$ cat src/rtl/dec38_seq_if.sv
// Handshake and output bundle for the dec38_seq registered 3-to-8 decoder / scan sequencer.
interface dec38_seq_if;
  logic       en;
  logic       in_valid;
  logic [2:0] in_code;
  logic       mode;
  logic       in_ready;
  logic [7:0] y;
  logic       y_valid;
  logic [2:0] code_out;

  modport master (
    output en, in_valid, in_code, mode,
    input  in_ready, y, y_valid, code_out
  );

  modport slave (
    input  en, in_valid, in_code, mode,
    output in_ready, y, y_valid, code_out
  );
endinterface

$ cat src/rtl/dec38_seq.sv
// Registered 3-to-8 decoder with load/hold and rotating scan modes.
// Scan mode, SCAN state and dwell counter exist only when DEC38_SEQ_SCAN_EN is defined.
module dec38_seq #(
  parameter int unsigned HOLD_CYCLES = 4
) (
  input  logic       clk,
  input  logic       rst_n,
  dec38_seq_if.slave bus
);

`ifdef DEC38_SEQ_SCAN_EN
  typedef enum logic [1:0] {StIdle, StHold, StScan} state_e;

  localparam int unsigned CntW = (HOLD_CYCLES > 1) ? $clog2(HOLD_CYCLES) : 1;
  localparam logic [CntW-1:0] CntMax = CntW'(HOLD_CYCLES - 1);

  logic [CntW-1:0] cnt_q, cnt_d;
`else
  typedef enum logic [1:0] {StIdle, StHold} state_e;

  // Scan is not built: mode and the dwell setting are deliberately ignored.
  localparam int unsigned unused_hold_cycles = HOLD_CYCLES;
  logic unused_mode;
  assign unused_mode = bus.mode;
`endif

  state_e     state_q, state_d;
  logic [7:0] y_q, y_d;
  logic [2:0] code_q, code_d;
  logic       accept;

  assign bus.in_ready = bus.en;
  assign accept       = bus.in_valid & bus.en;

  always_comb begin
    state_d = state_q;
    y_d     = y_q;
    code_d  = code_q;
`ifdef DEC38_SEQ_SCAN_EN
    cnt_d   = cnt_q;
`endif
    if (!bus.en) begin
      state_d = StIdle;
      y_d     = 8'h00;
      code_d  = 3'd0;
`ifdef DEC38_SEQ_SCAN_EN
      cnt_d   = '0;
`endif
    end else if (accept) begin
      // An accept always wins over a scan step due in the same cycle.
      y_d     = 8'h01 << bus.in_code;
      code_d  = bus.in_code;
      state_d = StHold;
`ifdef DEC38_SEQ_SCAN_EN
      cnt_d   = '0;
      if (bus.mode) state_d = StScan;
`endif
    end
`ifdef DEC38_SEQ_SCAN_EN
    else if (state_q == StScan) begin
      if (cnt_q == CntMax) begin
        cnt_d  = '0;
        code_d = code_q + 3'd1;
        y_d    = {y_q[6:0], y_q[7]};
      end else begin
        cnt_d = cnt_q + 1'b1;
      end
    end
`endif
  end

  always_ff @(posedge clk or negedge rst_n) begin
    if (!rst_n) begin
      state_q <= StIdle;
      y_q     <= 8'h00;
      code_q  <= 3'd0;
`ifdef DEC38_SEQ_SCAN_EN
      cnt_q   <= '0;
`endif
    end else begin
      state_q <= state_d;
      y_q     <= y_d;
      code_q  <= code_d;
`ifdef DEC38_SEQ_SCAN_EN
      cnt_q   <= cnt_d;
`endif
    end
  end

  assign bus.y        = y_q;
  assign bus.code_out = code_q;
  assign bus.y_valid  = (state_q != StIdle);

endmodule

$ cat src/flat_wrapper.sv
// flat-port wrapper written by rule: the top's interface ports become plain ports
module dec38_seq_flat 
#(
  parameter int unsigned HOLD_CYCLES = 4
)
  (clk, rst_n, bus_en, bus_in_valid, bus_in_code, bus_mode, bus_in_ready, bus_y, bus_y_valid, bus_code_out);
  dec38_seq_if bus_i ();
  input  logic clk;
  input  logic rst_n;
  input wire logic [$bits(bus_i.en)-1:0] bus_en;
  input wire logic [$bits(bus_i.in_valid)-1:0] bus_in_valid;
  input wire logic [$bits(bus_i.in_code)-1:0] bus_in_code;
  input wire logic [$bits(bus_i.mode)-1:0] bus_mode;
  output wire logic [$bits(bus_i.in_ready)-1:0] bus_in_ready;
  output wire logic [$bits(bus_i.y)-1:0] bus_y;
  output wire logic [$bits(bus_i.y_valid)-1:0] bus_y_valid;
  output wire logic [$bits(bus_i.code_out)-1:0] bus_code_out;
  assign bus_i.en = bus_en;
  assign bus_i.in_valid = bus_in_valid;
  assign bus_i.in_code = bus_in_code;
  assign bus_i.mode = bus_mode;
  assign bus_in_ready = bus_i.in_ready;
  assign bus_y = bus_i.y;
  assign bus_y_valid = bus_i.y_valid;
  assign bus_code_out = bus_i.code_out;
  dec38_seq #(.HOLD_CYCLES(HOLD_CYCLES)) u_core (.clk(clk), .rst_n(rst_n), .bus(bus_i));
endmodule
$ cat config.mk
export PLATFORM = sky130hd
export DESIGN_NAME = dec38_seq_flat
export DESIGN_NICKNAME = d
export VERILOG_FILES = /design/src/rtl/dec38_seq_if.sv /design/src/rtl/dec38_seq.sv /design/src/flat_wrapper.sv
export SDC_FILE = /design/constraint.sdc
export NUM_CORES = 1
export LEC_CHECK = 0
export ABC_AREA = 1
export BUFFER_PORTS_ARGS = -buffer_cell sky130_fd_sc_hd__buf_2
export CAP_MARGIN = 40
export CORE_AREA = 3 3 40 42
export DETAILED_ROUTE_END_ITERATION = 10
export DIE_AREA = 0 0 43 45
export PLACE_DENSITY = 0.65
export SYNTH_ARGS = -nofsm -noshare
export SYNTH_HDL_FRONTEND = slang
export SYNTH_SLANG_ARGS = --single-unit
$ cat constraint.sdc
create_clock -name clk -period 0.9 [get_ports clk]
set_clock_uncertainty 0.15 [all_clocks]
set_input_delay 0.09 -clock clk [delete_from_list [all_inputs] [get_ports clk]]
set_output_delay 0.09 -clock clk [all_outputs]
set_load 0.01 [all_outputs]
==> run_results.csv <==
group,metric,value,unit
outcome,run_status,"complete, but fails checks",
outcome,violations,"negative hold slack, negative setup slack",
route,initialDrtViolationCount,6,
floorplanning,floorplan.initialDensity,38.9,%
worst_setup_path,worstPathCellList,"buf_2",
worst_setup_path,reg2reg_slack,0.02,ns
global_route,track_usage,12.7,%
route,routedWlPerCell,10.5,um
yosys,synth_fp_nets,66,
global_route,busiest_layer,"met2",
route,vias,478,
worst_setup_path,r2r.worst_path.cells,3,
cts,clock_sink_count,12,
worst_setup_path,critical_path_fanouts_max,2,
cts,numCtsBuffers,3,
global_route,maximum_number_of_pins_on_one_net_before_global_route_repair,13,
worst_setup_path,critical_path_type,"reg2out",
worst_setup_path,critical_path_depth,1,
route,antenna_violating_nets_post_route,0,
cts,cts_hold_buffers,1,
worst_setup_path,critical_path_arrival,0.79,ns
hold_path,hold_path.class,"in2reg",
worst_setup_path,slowest_delay,0.38,ns
placement,placement.io_buffers,19,
sta,worst_pin_slew,0.408,ns
worst_setup_path,regToRegEndpoint,"u_core.bus.code_out[1]",
yosys,syn_inst,58,
floorplanning,std_cell_rows,13,
sta,final_min_period_over_clock_period,114,%
final_layout,nets,98,
sta,final.hold.worst_slack,-0.0439,ns
placement,place_inst,92,
cts,tritoncts,"done",
cts,largest_buffer_count_on_any_clock_path,2,
yosys,post-synth-top-area-cell,"sky130_fd_sc_hd__dfrtp_1",
final_layout,fillers,121,
final_layout,fin_util,54.0,%
sta,clock.fmax,0.971,GHz
final_layout,layoutNonFillerInstCount,103,
cts,htree_num_levels,1,
worst_setup_path,worst_path_dominant_cell_family,"flip-flops",
placement,place_worst_setup_slack,-0.101,ns
cts,root_buffer_cell,"sky130_fd_sc_hd__clkbuf_4",
cts,clk-insertion-delay-late,0.27,ns
final_layout,layout.cells.most_common,"sky130_fd_sc_hd__nand2_1",
yosys,synthesis.area,499,um^2
yosys,synthTopCellsByArea,"sky130_fd_sc_hd__dfrtp_1, sky130_fd_sc_hd__nand2_1, sky130_fd_sc_hd__nand3_1",
worst_setup_path,cp-end-kind,"primary output",
sta,post-route-worst-setup-slack,-0.130,ns
placement,post-dp-hpwl,776,um
yosys,synth.top_cell.area_share,60.2,%
global_route,gr-usage-met3,3.59,%
worst_setup_path,worstPathBufferInverterCount,1,
yosys,syn-mean-instance-area,8.61,um^2
sta,timing.final.max_slew_violations,0,
yosys,yosysWarningCount,0,
worst_setup_path,cp_slowest_cell,"sky130_fd_sc_hd__dfrtp_1",
floorplanning,chipHeight,45,um
floorplanning,design.core.area,1280,um^2
final_layout,drive_above_1_share,36.4,%
final_layout,finish.instance_area,694,um^2
final_layout,mostFrequentLayoutCells,"sky130_fd_sc_hd__nand2_1, sky130_fd_sc_hd__buf_2, sky130_fd_sc_hd__dfrtp_1, sky130_fd_sc_hd__buf_4, sky130_fd_sc_hd__nor2_1",
hold_path,hold_path.startpoint,"bus_in_code[2]",
global_route,number_of_antenna_violations_at_the_first_check_in_global_routing,0,
route,drt_pass1_iterations,4,
job,cap_viol_max_count,0,
floorplanning,chipWidth,43,um
route,detail_route.wirelength,1080,um
sta,setup_violations,12,
global_route,grt_use_met1,14.0,%
worst_setup_path,timing.critical_path.from_type,"register",
global_route,first_pass_grt_wire_length,1720,um
yosys,ys_seq_elements,12,
sta,finalHoldViolCount,8,
cts,clk_pin_slew_worst_paths,0.07,ns
final_layout,area_delta_synth_final,39.1,%
sta,grt_setup_unrepaired,"true",
sta,timing.max_slew.rel_slack,72.8,%
worst_setup_path,worst-endpoint-required,0.66,ns
global_route,global_route.overflow_total,0,
worst_setup_path,setup.worst_path.start,"u_core.bus.y[4]",
placement,gp_routability_congestion,0.720,
route,drc,0,
sta,post-route-min-period,1.03,ns
global_route,vias_in_the_first_global_route,429,
floorplanning,io-pin-count,21,
yosys,part_of_the_yosys_area_used_for_sequential_elements,60.2,%
power_and_ir_drop,power.density,1480,nW/um^2
final_layout,antennaDiodeCount,0,
power_and_ir_drop,power_leakage,0.000429,uW
route,avgViaCountPerCell,4.64,
yosys,synth_cell_type_count,9,
worst_setup_path,crit-reg2reg-launch,"u_core.bus.code_out[1]",
placement,placedInstanceArea,609,um^2
global_route,grt_use_met2,20.4,%
worst_setup_path,worstSetupEndpoint,"bus_y[4]",
floorplanning,die_area,1940,um^2
power_and_ir_drop,ir_worst_vdd,0.697,mV
## what timing repair did
item | 4_1_cts | 5_1_grt
buffers inserted | 4 | 4
hold endpoints to repair | 19 | 3
pin swaps | 0 | 1
resized for setup | 0 | 2
cloned | 0 | 0
setup endpoints to repair | 12 | 15
## cell type report
type / count / area, um^2 / area share, %
sequential: 12 / 300 / 43.2
timing repair buffer: 29 / 173 / 24.9
clock buffer: 3 / 22.5 / 3.24
tap: 15 / 18.8 / 2.70
inverter: 5 / 18.8 / 2.70
multi-input combinational: 39 / 161 / 23.2
## routing by layer
layer | vias to the layer above | wire [um]
li1 | 239 | -
met5 | - | 0
met3 | 5 | 63
met1 | 221 | 430
met4 | 0 | 40
met2 | 13 | 546
## how the worst min path moves through the flow
stage                                   to  slack, ns  depth (start not counted)
finish                     u_core.bus.y[4]      -0.04                          3
global route               u_core.bus.y[4]      -0.03                          3
CTS                        u_core.bus.y[4]      -0.05                          3
detailed placement         u_core.bus.y[5]      -0.16                          1
global placement    u_core.bus.code_out[2]      -0.17                          1
floorplan           u_core.bus.code_out[0]      -0.36                          0
## cell usage after synthesis
cell type / number
sky130_fd_sc_hd__nand3_1: 5
sky130_fd_sc_hd__buf_4: 1
sky130_fd_sc_hd__nand2_1: 22
sky130_fd_sc_hd__buf_6: 1
sky130_fd_sc_hd__nor2_2: 1
sky130_fd_sc_hd__nor2_1: 6
sky130_fd_sc_hd__dfrtp_1: 12
sky130_fd_sc_hd__o21ai_0: 5
sky130_fd_sc_hd__inv_1: 5
## sequential cells by signal, summed over array words and instances (netlist names)
signal / cells
u_core.bus.code_out: 3
u_core.state_q: 1
u_core.bus.y: 8
## tightest hold or removal path, stage by stage
cell	delay, ns
sky130_fd_sc_hd__buf_2	0.12
sky130_fd_sc_hd__nand3_1	0.08
sky130_fd_sc_hd__nand2_1	0.05
## report_power, final
part / leakage [uW] / switching (uW) / total (uW) / internal [uW]
combinational: 0.000252 / 77.2 / 137 / 59.6
sequential: 0.000163 / 8.58 / 566 / 558
clock: 0.0000138 / 168 / 323 / 155
total: 0.000429 / 254 / 1030 / 772
## cell families (layout without fill, tap and decap cells)
logic type             after synthesis  count (layout)  synth area share (%)
AND/OR/NAND/NOR                     34              34                  27.3
flip-flops                          12              12                  60.2
buffers and inverters                7              37                  7.52
AO/OA/AOI/OAI                        5               5                  5.01
## through the flow
stage	power, uW	TNS, ns
detailed placement	696	-0.902
global route	1090	-1.89
global placement	693	-0.855
floorplan	634	0
finish	1030	-1.49
CTS	1030	-1.57
(Power assumes the default switching activity.)
